--- config.mk ---
export PLATFORM = sky130hd
export DESIGN_NAME = bc_solver
export DESIGN_NICKNAME = d
export VERILOG_FILES = /design/src/rtl/bc_pkg.sv /design/src/rtl/bc_solver_guess_score.sv /design/src/rtl/bc_solver.sv
export SDC_FILE = /design/constraint.sdc
export NUM_CORES = 1
export LEC_CHECK = 0
export ABC_AREA = 1
export CAP_MARGIN = 25
export CORE_MARGIN = 5
export CORE_UTILIZATION = 55
export DETAILED_ROUTE_END_ITERATION = 12
export PLACE_DENSITY = 0.76
export SKIP_LAST_GASP = 1
export SLEW_MARGIN = 20
export SYNTH_ARGS = -nofsm -noshare
export SYNTH_HDL_FRONTEND = slang
export SYNTH_HIERARCHICAL = 1
export SYNTH_SLANG_ARGS = --single-unit
--- constraint.sdc ---
create_clock -name clk -period 15.55 [get_ports clk]
set_input_delay 4.665 -clock clk [delete_from_list [all_inputs] [get_ports clk]]
set_output_delay 4.665 -clock clk [all_outputs]
set_load 0.1 [all_outputs]
--- src/rtl/bc_pkg.sv ---
// Shared types and helpers for the bulls-and-cows guessing solver.
// Digit vectors are packed with index 3 as the most significant digit.
package bc_pkg;

  localparam int DIGIT_W    = 4;
  localparam int NUM_DIGITS = 4;
  localparam int RES_W      = 3;

  typedef logic [NUM_DIGITS-1:0][DIGIT_W-1:0] digits_t;

  typedef enum logic [2:0] {
    S_IDLE,
    S_SEARCH,
    S_CHECK,
    S_WAIT,
    S_DONE,
    S_FAIL
  } state_e;

  typedef struct packed {
    digits_t          digits;
    logic [RES_W-1:0] a;
    logic [RES_W-1:0] b;
  } hist_t;

  function automatic logic has_repeat(input digits_t d);
    logic r;
    r = 1'b0;
    for (int i = 0; i < NUM_DIGITS; i++)
      for (int j = i + 1; j < NUM_DIGITS; j++)
        if (d[i] == d[j]) r = 1'b1;
    return r;
  endfunction

  // Base-10 ripple increment; the top bit is the carry out of digit 3.
  function automatic logic [NUM_DIGITS*DIGIT_W:0] inc_bcd(input digits_t d);
    digits_t n;
    logic    c;
    c = 1'b1;
    for (int i = 0; i < NUM_DIGITS; i++) begin
      if (c && d[i] == DIGIT_W'(9)) begin
        n[i] = '0;
      end else if (c) begin
        n[i] = d[i] + DIGIT_W'(1);
        c    = 1'b0;
      end else begin
        n[i] = d[i];
      end
    end
    return {c, n};
  endfunction

endpackage

--- src/rtl/bc_solver_guess_score.sv ---
// Combinational bulls/cows scorer between two 4-digit vectors.
// A counts positional matches, B counts cross-position matches.
module guess_score
  import bc_pkg::*;
(
  input  digits_t          x_i,
  input  digits_t          y_i,
  output logic [RES_W-1:0] a_o,
  output logic [RES_W-1:0] b_o
);

  always_comb begin
    a_o = '0;
    b_o = '0;
    for (int i = 0; i < NUM_DIGITS; i++) begin
      for (int j = 0; j < NUM_DIGITS; j++) begin
        if (x_i[i] == y_i[j]) begin
          if (i == j) a_o = a_o + RES_W'(1);
          else        b_o = b_o + RES_W'(1);
        end
      end
    end
  end

endmodule

--- src/rtl/bc_solver.sv ---
// Bulls-and-cows guesser: first-consistent ascending candidate search
// against the stored guess history, presenting each guess to a scorer.
module bc_solver
  import bc_pkg::*;
#(
  parameter int MAX_GUESSES = 10
) (
  input  logic             clk,
  input  logic             rst_n,
  input  logic             start,
  output logic [DIGIT_W-1:0] g1,
  output logic [DIGIT_W-1:0] g2,
  output logic [DIGIT_W-1:0] g3,
  output logic [DIGIT_W-1:0] g4,
  output logic             match_en,
  input  logic [RES_W-1:0] r_a,
  input  logic [RES_W-1:0] r_b,
  input  logic             res_valid,
  output logic             busy,
  output logic             solved,
  output logic             fail,
  output logic [3:0]       guess_count
);

  localparam logic [3:0] LAST = 4'(MAX_GUESSES - 1);

  state_e     state_q;
  digits_t    cand_q;
  digits_t    g_q;
  hist_t      hist_q [MAX_GUESSES];
  logic [3:0] hist_cnt_q;
  logic [3:0] hidx_q;
  logic [3:0] gcnt_q;
  logic       match_en_q;
  logic       busy_q;
  logic       solved_q;
  logic       fail_q;

  logic [NUM_DIGITS*DIGIT_W:0] inc_w;
  digits_t          cand_d;
  logic             cand_wrap;
  hist_t            href;
  logic [RES_W-1:0] sc_a;
  logic [RES_W-1:0] sc_b;
  logic             consistent;

  assign inc_w     = inc_bcd(cand_q);
  assign cand_d    = inc_w[NUM_DIGITS*DIGIT_W-1:0];
  assign cand_wrap = inc_w[NUM_DIGITS*DIGIT_W];
  assign href      = hist_q[hidx_q];

  guess_score u_score (
    .x_i (cand_q),
    .y_i (href.digits),
    .a_o (sc_a),
    .b_o (sc_b)
  );

  assign consistent = (sc_a == href.a) && (sc_b == href.b);

  always_ff @(posedge clk or negedge rst_n) begin
    if (!rst_n) begin
      state_q    <= S_IDLE;
      cand_q     <= '0;
      g_q        <= '0;
      hist_cnt_q <= '0;
      hidx_q     <= '0;
      gcnt_q     <= '0;
      match_en_q <= 1'b0;
      busy_q     <= 1'b0;
      solved_q   <= 1'b0;
      fail_q     <= 1'b0;
      for (int i = 0; i < MAX_GUESSES; i++)
        hist_q[i] <= '0;
    end else begin
      unique case (state_q)
        S_IDLE, S_DONE, S_FAIL: begin
          if (start) begin
            hist_cnt_q <= '0;
            gcnt_q     <= '0;
            solved_q   <= 1'b0;
            fail_q     <= 1'b0;
            cand_q     <= '0;
            busy_q     <= 1'b1;
            state_q    <= S_SEARCH;
          end
        end
        S_SEARCH: begin
          if (has_repeat(cand_q)) begin
            if (cand_wrap) begin
              fail_q  <= 1'b1;
              busy_q  <= 1'b0;
              state_q <= S_FAIL;
            end else begin
              cand_q  <= cand_d;
            end
          end else if (hist_cnt_q == '0) begin
            g_q        <= cand_q;
            gcnt_q     <= gcnt_q + 4'd1;
            match_en_q <= 1'b1;
            state_q    <= S_WAIT;
          end else begin
            hidx_q  <= '0;
            state_q <= S_CHECK;
          end
        end
        S_CHECK: begin
          if (!consistent) begin
            if (cand_wrap) begin
              fail_q  <= 1'b1;
              busy_q  <= 1'b0;
              state_q <= S_FAIL;
            end else begin
              cand_q  <= cand_d;
              state_q <= S_SEARCH;
            end
          end else if (hidx_q == hist_cnt_q - 4'd1) begin
            g_q        <= cand_q;
            gcnt_q     <= gcnt_q + 4'd1;
            match_en_q <= 1'b1;
            state_q    <= S_WAIT;
          end else begin
            hidx_q <= hidx_q + 4'd1;
          end
        end
        S_WAIT: begin
          if (res_valid) begin
            match_en_q <= 1'b0;
            if (r_a == RES_W'(4)) begin
              solved_q <= 1'b1;
              busy_q   <= 1'b0;
              state_q  <= S_DONE;
            end else if (hist_cnt_q == LAST) begin
              fail_q  <= 1'b1;
              busy_q  <= 1'b0;
              state_q <= S_FAIL;
            end else begin
              hist_q[hist_cnt_q] <= {cand_q, r_a, r_b};
              hist_cnt_q         <= hist_cnt_q + 4'd1;
              if (cand_wrap) begin
                fail_q  <= 1'b1;
                busy_q  <= 1'b0;
                state_q <= S_FAIL;
              end else begin
                cand_q  <= cand_d;
                state_q <= S_SEARCH;
              end
            end
          end
        end
        default: state_q <= S_IDLE;
      endcase
    end
  end

  assign g1          = g_q[3];
  assign g2          = g_q[2];
  assign g3          = g_q[1];
  assign g4          = g_q[0];
  assign match_en    = match_en_q;
  assign busy        = busy_q;
  assign solved      = solved_q;
  assign fail        = fail_q;
  assign guess_count = gcnt_q;

endmodule

==> flow_metrics.tcl <==
set metrics [dict create \
    status "completed" \
    diodes 0 \
    syn2layout_area_growth_pct 7.77 \
    wire_per_inst_um 18.2 \
    cp_common_cell "nand2_1" \
    worst-setup-path-type "register to register" \
    die_height_um 176 \
    dr.pass1.iters 6 \
    synth_nets 1920 \
    syn_inst 1884 \
    netlist_area_um2 15100 \
    drv_cap 0 \
    cpPeakStageDelay_ns 0.72 \
    die-area_um2 30800 \
    p_leak_nw 7.53 \
    ys_ff_latch 271 \
    coreArea_um2 27000 \
    grt_pass1_wl_um 64700 \
    syn_area_per_cell_um2 8.01 \
    crit_path_end_kind "register" \
    n_fill_cell 2379 \
    peakVddDrop_mv 0.229 \
    clk_pin_slew_ns 0.06 \
    crit_arrival_ns 10.74 \
    synthArstFlopShare 1.00 \
    drive_gt1_frac 0.0914 \
    r2r_start "hidx_q[0]" \
    cts_max_path_buffers 3 \
    slowest_stage "dfrtp_4" \
    cts_setup_buffers 0 \
    htreeDepth 1 \
    ys_warn_count 6 \
    min_period_ns 10.26 \
    layout_commonest_cell "nand2_1" \
    cts_tree "done" \
    cp-startpoint "hidx_q[0]" \
    antenna_found_initial 0 \
    slew_headroom 0.331 \
    yosys_most_used_dff "dfrtp_1" \
    dr_total_vias 12743 \
    fin_tns_setup_ns 0 \
    finalMaxSlewViolations 0 \
    fp-row-count 60 \
    grt_remaining_overflow 0 \
    power_density_nw_per_um2 196 \
    cts_sinks 271 \
    worstPathMaxFanout 77 \
    start_util 0.560 \
    hold_viol_final 0 \
    clock_skew_ns 0.0173 \
    yosysUniqueCellTypes 51 \
    fin_nets 1855 \
    hp-start "hist_q[18]" \
    grt_usage 0.256 \
    numCtsBuffers 30 \
    gp_congestion 0.917 \
    max_freq_ghz 0.0975 \
    cts_root_buffer "clkbuf_16" \
    grt_max_degree 125 \
    insertion_delay_ns 0.55 \
    rsz0062_at_grt "false" \
    finalCritPeriodShare 0.660 \
    cts-hold-fix-buffers 0 \
    final_cell_mix "513 x nand2_1, 270 x dfrtp_1, 231 x o21ai_0" \
    required_ns 16.03 \
    drtAntennaViolNets 0 \
    final_core_util 0.603 \
    hold_path_class "register to register" \
    die_w_um 176 \
    avgViaCountPerCell 5.85 \
    routed_wl_um 39600 \
    dp_hpwl_um 24600 \
    remaining_drc_errors 0 \
    start_kind "register" \
    final-setup-viol-count 0 \
    first_global_vias 12453 \
    ios 34 \
    worstMarginPinSlew_ns 0.993 \
    synth_edf_count 0 \
    port_buffers 33 \
    yosysSeqAreaShare 0.450 \
    cts.repair.resized 0 \
    drt_iter0_drc 1330 \
]
[final cells by class]
cell class,count,area (um^2),area share
Multi-Input combinational cell,1340,7110,0.437
Inverter,134,505,0.0311
Timing Repair Buffer,42,427,0.0262
Clock inverter,9,129,0.00793
Clock buffer,43,871,0.0536
Tap cell,341,427,0.0262
Sequential cell,271,6790,0.417
[synth_stat cells, types with 34 or more instances]
master	n	share of area
nand2_1	513	0.13
clkbuf_1	73	0.018
xor2_1	44	0.026
buf_2	44	0.015
nand3_1	77	0.026
dfrtp_1	271	0.45
a21oi_1	34	0.011
nand4_1	39	0.016
o21ai_0	231	0.077
inv_1	112	0.028
xnor2_1	44	0.026
nor2_1	113	0.028
o21ai_1	60	0.020
[worst max-delay path, delay by kind of cell, from the launching register on]
family	cells	cell delay, ns
simple gates	25	3.66
fa+ha+maj	10	2.76
buf+inv	7	1.41
compound gates	6	1.04
flops	1	0.72
xor+xnor	3	0.51
[worst paths after layout]
kind	to	slack, ns	depth (start not counted)
worst max register to register	g2[3]	5.29	51
min in group asynchronous	hist_q[176]	4.19	1
worst min register to register	hist_q[18]	0.38	0
worst min-delay path	hist_q[18]	0.38	0
worst max-delay path	g2[3]	5.29	51
max in group asynchronous	state_q[1]	9.27	3
[flip-flops by register name (all words and copies together), names as in the netlist, 3 cells and up]
name         count
g1               4
state_q          3
cand_q          16
g4               4
hist_cnt_q       4
g2               4
g3               4
hist_q         220
guess_count      4
hidx_q           4
[power by group]
group          switching [mW]  internal, mW
clock network           0.283         0.436
registers              0.0692         0.737
logic                    1.07         0.585
total                    1.42          1.76
[logic make-up after synthesis]
kind of cell               share of synthesized area
xor gates and xnor gates                      0.0511
adders and majority gates                     0.0216
buffers and inverters                         0.0789
muxes                                        0.00473
DFF                                            0.450
AOI/OAI and AO/OA                              0.149
and+or+nand+nor                                0.245
[through the flow]
step	cell area [um^2]	worst slack [ns]	hold WS (ns)	power (mW)	instances
finish	16300	5.29	0.375	3.18	2180
global route	16300	4.57	0.390	3.43	2180
CTS	16300	5.43	0.378	3.17	2180
detailed placement	15300	5.46	0.366	2.44	2128
global placement	15200	5.72	0.364	2.39	2127
floorplan	15100	6.92	0.429	2.10	1884
[layer usage]
layer	track usage	routed length, um	vias to the layer above
met4	0.0867	1320	0
met1	0.344	16800	6106
met5	0	0	-
li1	-	-	6022
met3	0.0430	2930	89
met2	0.425	18600	526
Note: power is estimated with default switching activity, not from simulation.
==> RTL edit (same settings) <==
Put a register stage on the outputs `g1`, `g2`, `g3` and `g4`, with the module's reset. The values now appear one clock later. The other outputs are not delayed to match.
--- a/src/rtl/bc_solver.sv
+++ b/src/rtl/bc_solver.sv
@@ -155,6 +155,15 @@
 
-  assign g1          = g_q[3];
-  assign g2          = g_q[2];
-  assign g3          = g_q[1];
-  assign g4          = g_q[0];
+  always_ff @(posedge clk or negedge rst_n) begin
+    if (!rst_n) begin
+      g1 <= '0;
+      g2 <= '0;
+      g3 <= '0;
+      g4 <= '0;
+    end else begin
+      g1 <= g_q[3];
+      g2 <= g_q[2];
+      g3 <= g_q[1];
+      g4 <= g_q[0];
+    end
+  end
   assign match_en    = match_en_q;
Behaviour: same outputs for any inputs over 4 cycles, from zero or initial values and one cycle with rst_n low; that may be too few to reach the edited logic, so the function may still have changed.
==> RTL edit against the original RTL <==
Fmax shrank 1.7%; global-route usage shrank 0.42 points; die area grew 1.7%; wire length shrank 1.1%; synthesized cell count grew 0.80%; synthesized area grew 1.8%; critical path depth grew 2; total power grew 3.5%; final cell count grew 2.8%; design area grew 3.3%; sequential cell count grew 16; count of clock-buffer cells in the layout shrank 5; via count is essentially flat; worst setup slack lost 180 ps; largest cell class is now registers; largest power group unchanged.
==> RTL edit: results <==
[placement]
routabilityCongestion = 0.8796
dpl.hpwl_um = 24590
placed_area_um2 = 15630

[clocking]
clk_root_buffer_cell = clkbuf_16
insertion_delay_ps = 570

[route]
drt_pass1_iterations = 6
detail_route.iter0.violations = 1179
vias = 12740
wire_per_inst_um = 17.46

[layout]
fin_nets = 1878
layout-drive-gt1-share = 0.08262
reg.largest.list = hist_q: 220 flops, cand_q: 16 flops, g_q: 16 flops
stdcell_count = 2242
antenna_cells = 0

[global_route]
grt_antenna_before_repair = 0
grt_pass1_vias = 12470
grt_first_pass_wirelength_um = 64310
grt_max_degree = 105
grtUsageTotal = 0.2519

[run_status]
status = complete, no violations

[critical_path]
worst-path-max-fanout = 44
max_stage_delay_ps = 610
cp_slowest_cell = dfrtp_1
path_delay_family = simple AND/OR/NAND/NOR gates

[logic_synthesis]
ys_types = 42
synthXorXnorAreaFrac = 0.05247
synth_common_cells = 512 x nand2_1, 291 x o21ai_0, 287 x dfrtp_1, 123 x inv_1, 122 x nor2_1
synth_adder_area_share = 0.02281
muxShareOfSynthArea = 0.005296
synth_compound_area_frac = 0.1431
synth_area_leaders = dfrtp_1 47%, nand2_1 13%, o21ai_0 9.5%, inv_1 3.0%, nor2_1 3.0%
ys_seq_area_frac = 0.4677
syn_area_per_cell_um2 = 8.087

[timing]
clock_skew_ps = 28.25
tightestPinTransition_ps = 1051

[pwr]
ir_drop_v = 0.0001851
leakage_nw = 7.907
sw_frac_of_total = 0.4308
RTL edit: cell types whose count changed after synthesis, moves of 6 or more:
cell     unedited run  this run
a31o_2             10         4
dfrtp_1           271       287
inv_1             112       123
inv_2              19        10
nor2_1            113       122
o21ai_0           231       291
o21ai_1            60         3
RTL edit: logic make-up (layout without fill, tap and decap cells):
logic type / after synthesis / after routing
flip-flops: 287 / 287
AO/OA/AOI/OAI: 395 / 395
adder cells (fa/ha/maj): 28 / 28
AND/OR/NAND/NOR: 815 / 815
multiplexers: 8 / 8
buffers and inverters: 274 / 239
XOR/XNOR: 92 / 92
RTL edit: cell type report:
| class | count | share of cell area |
|---|---|---|
| Sequential cell | 287 | 0.4279 |
| Multi-Input combinational cell | 1338 | 0.4165 |
| Clock buffer | 38 | 0.05007 |
| Timing Repair Buffer | 48 | 0.03055 |
| Inverter | 135 | 0.03032 |
| Tap cell | 378 | 0.02816 |
| Clock inverter | 18 | 0.01654 |
RTL edit: power by group through the flow:
stage | logic (mW) | registers (mW) | clock network, mW
after global placement | 1.58 | 0.871 | 0
after floorplan | 1.23 | 0.971 | 0
after CTS | 1.64 | 0.858 | 0.804
after detailed placement | 1.63 | 0.872 | 0
after global routing | 1.87 | 0.866 | 0.836
final | 1.64 | 0.859 | 0.793
RTL edit: routing by layer:
| layer | up-vias | GRT usage | share of wire |
|---|---|---|---|
| met4 | 0 | 0.08865 | 0.034 |
| met2 | 473 | 0.4224 | 0.48 |
| met1 | 6110 | 0.3414 | 0.42 |
| met3 | 102 | 0.02948 | 0.061 |
| met5 | - | 0 | 0 |
| li1 | 6057 | - | - |
RTL edit: worst paths after layout:
kind | start | endpoint | slack [ps] | cells past startpoint
min reg2reg | g_q[4]$_DFFE_PN0P_ | g3[0]$_DFF_PN0_ | 370 | 0
max in group asynchronous | rst_n | g3[1]$_DFF_PN0_ | 9550 | 3
min in group asynchronous | rst_n | hist_q[198]$_DFFE_PN0P_ | 4110 | 1
min | g_q[4]$_DFFE_PN0P_ | g3[0]$_DFF_PN0_ | 370 | 0
max reg2reg | hidx_q[1]$_DFFE_PN0P_ | g_q[7]$_DFFE_PN0P_ | 5110 | 53
max | hidx_q[1]$_DFFE_PN0P_ | g_q[7]$_DFFE_PN0P_ | 5110 | 53
RTL edit: stage by stage:
| step | utilization | setup slack (ps) | hold slack [ps] | power (mW) |
|---|---|---|---|---|
| floorplan | - | 6846 | 354.0 | 2.206 |
| global placement | 0.5623 | 5604 | 364.4 | 2.449 |
| detailed placement | 0.5641 | 5291 | 360.8 | 2.503 |
| CTS | 0.6044 | 5251 | 377.1 | 3.300 |
| global route | 0.6062 | 4352 | 383.8 | 3.568 |
| finish | 0.6062 | 5114 | 374.0 | 3.291 |
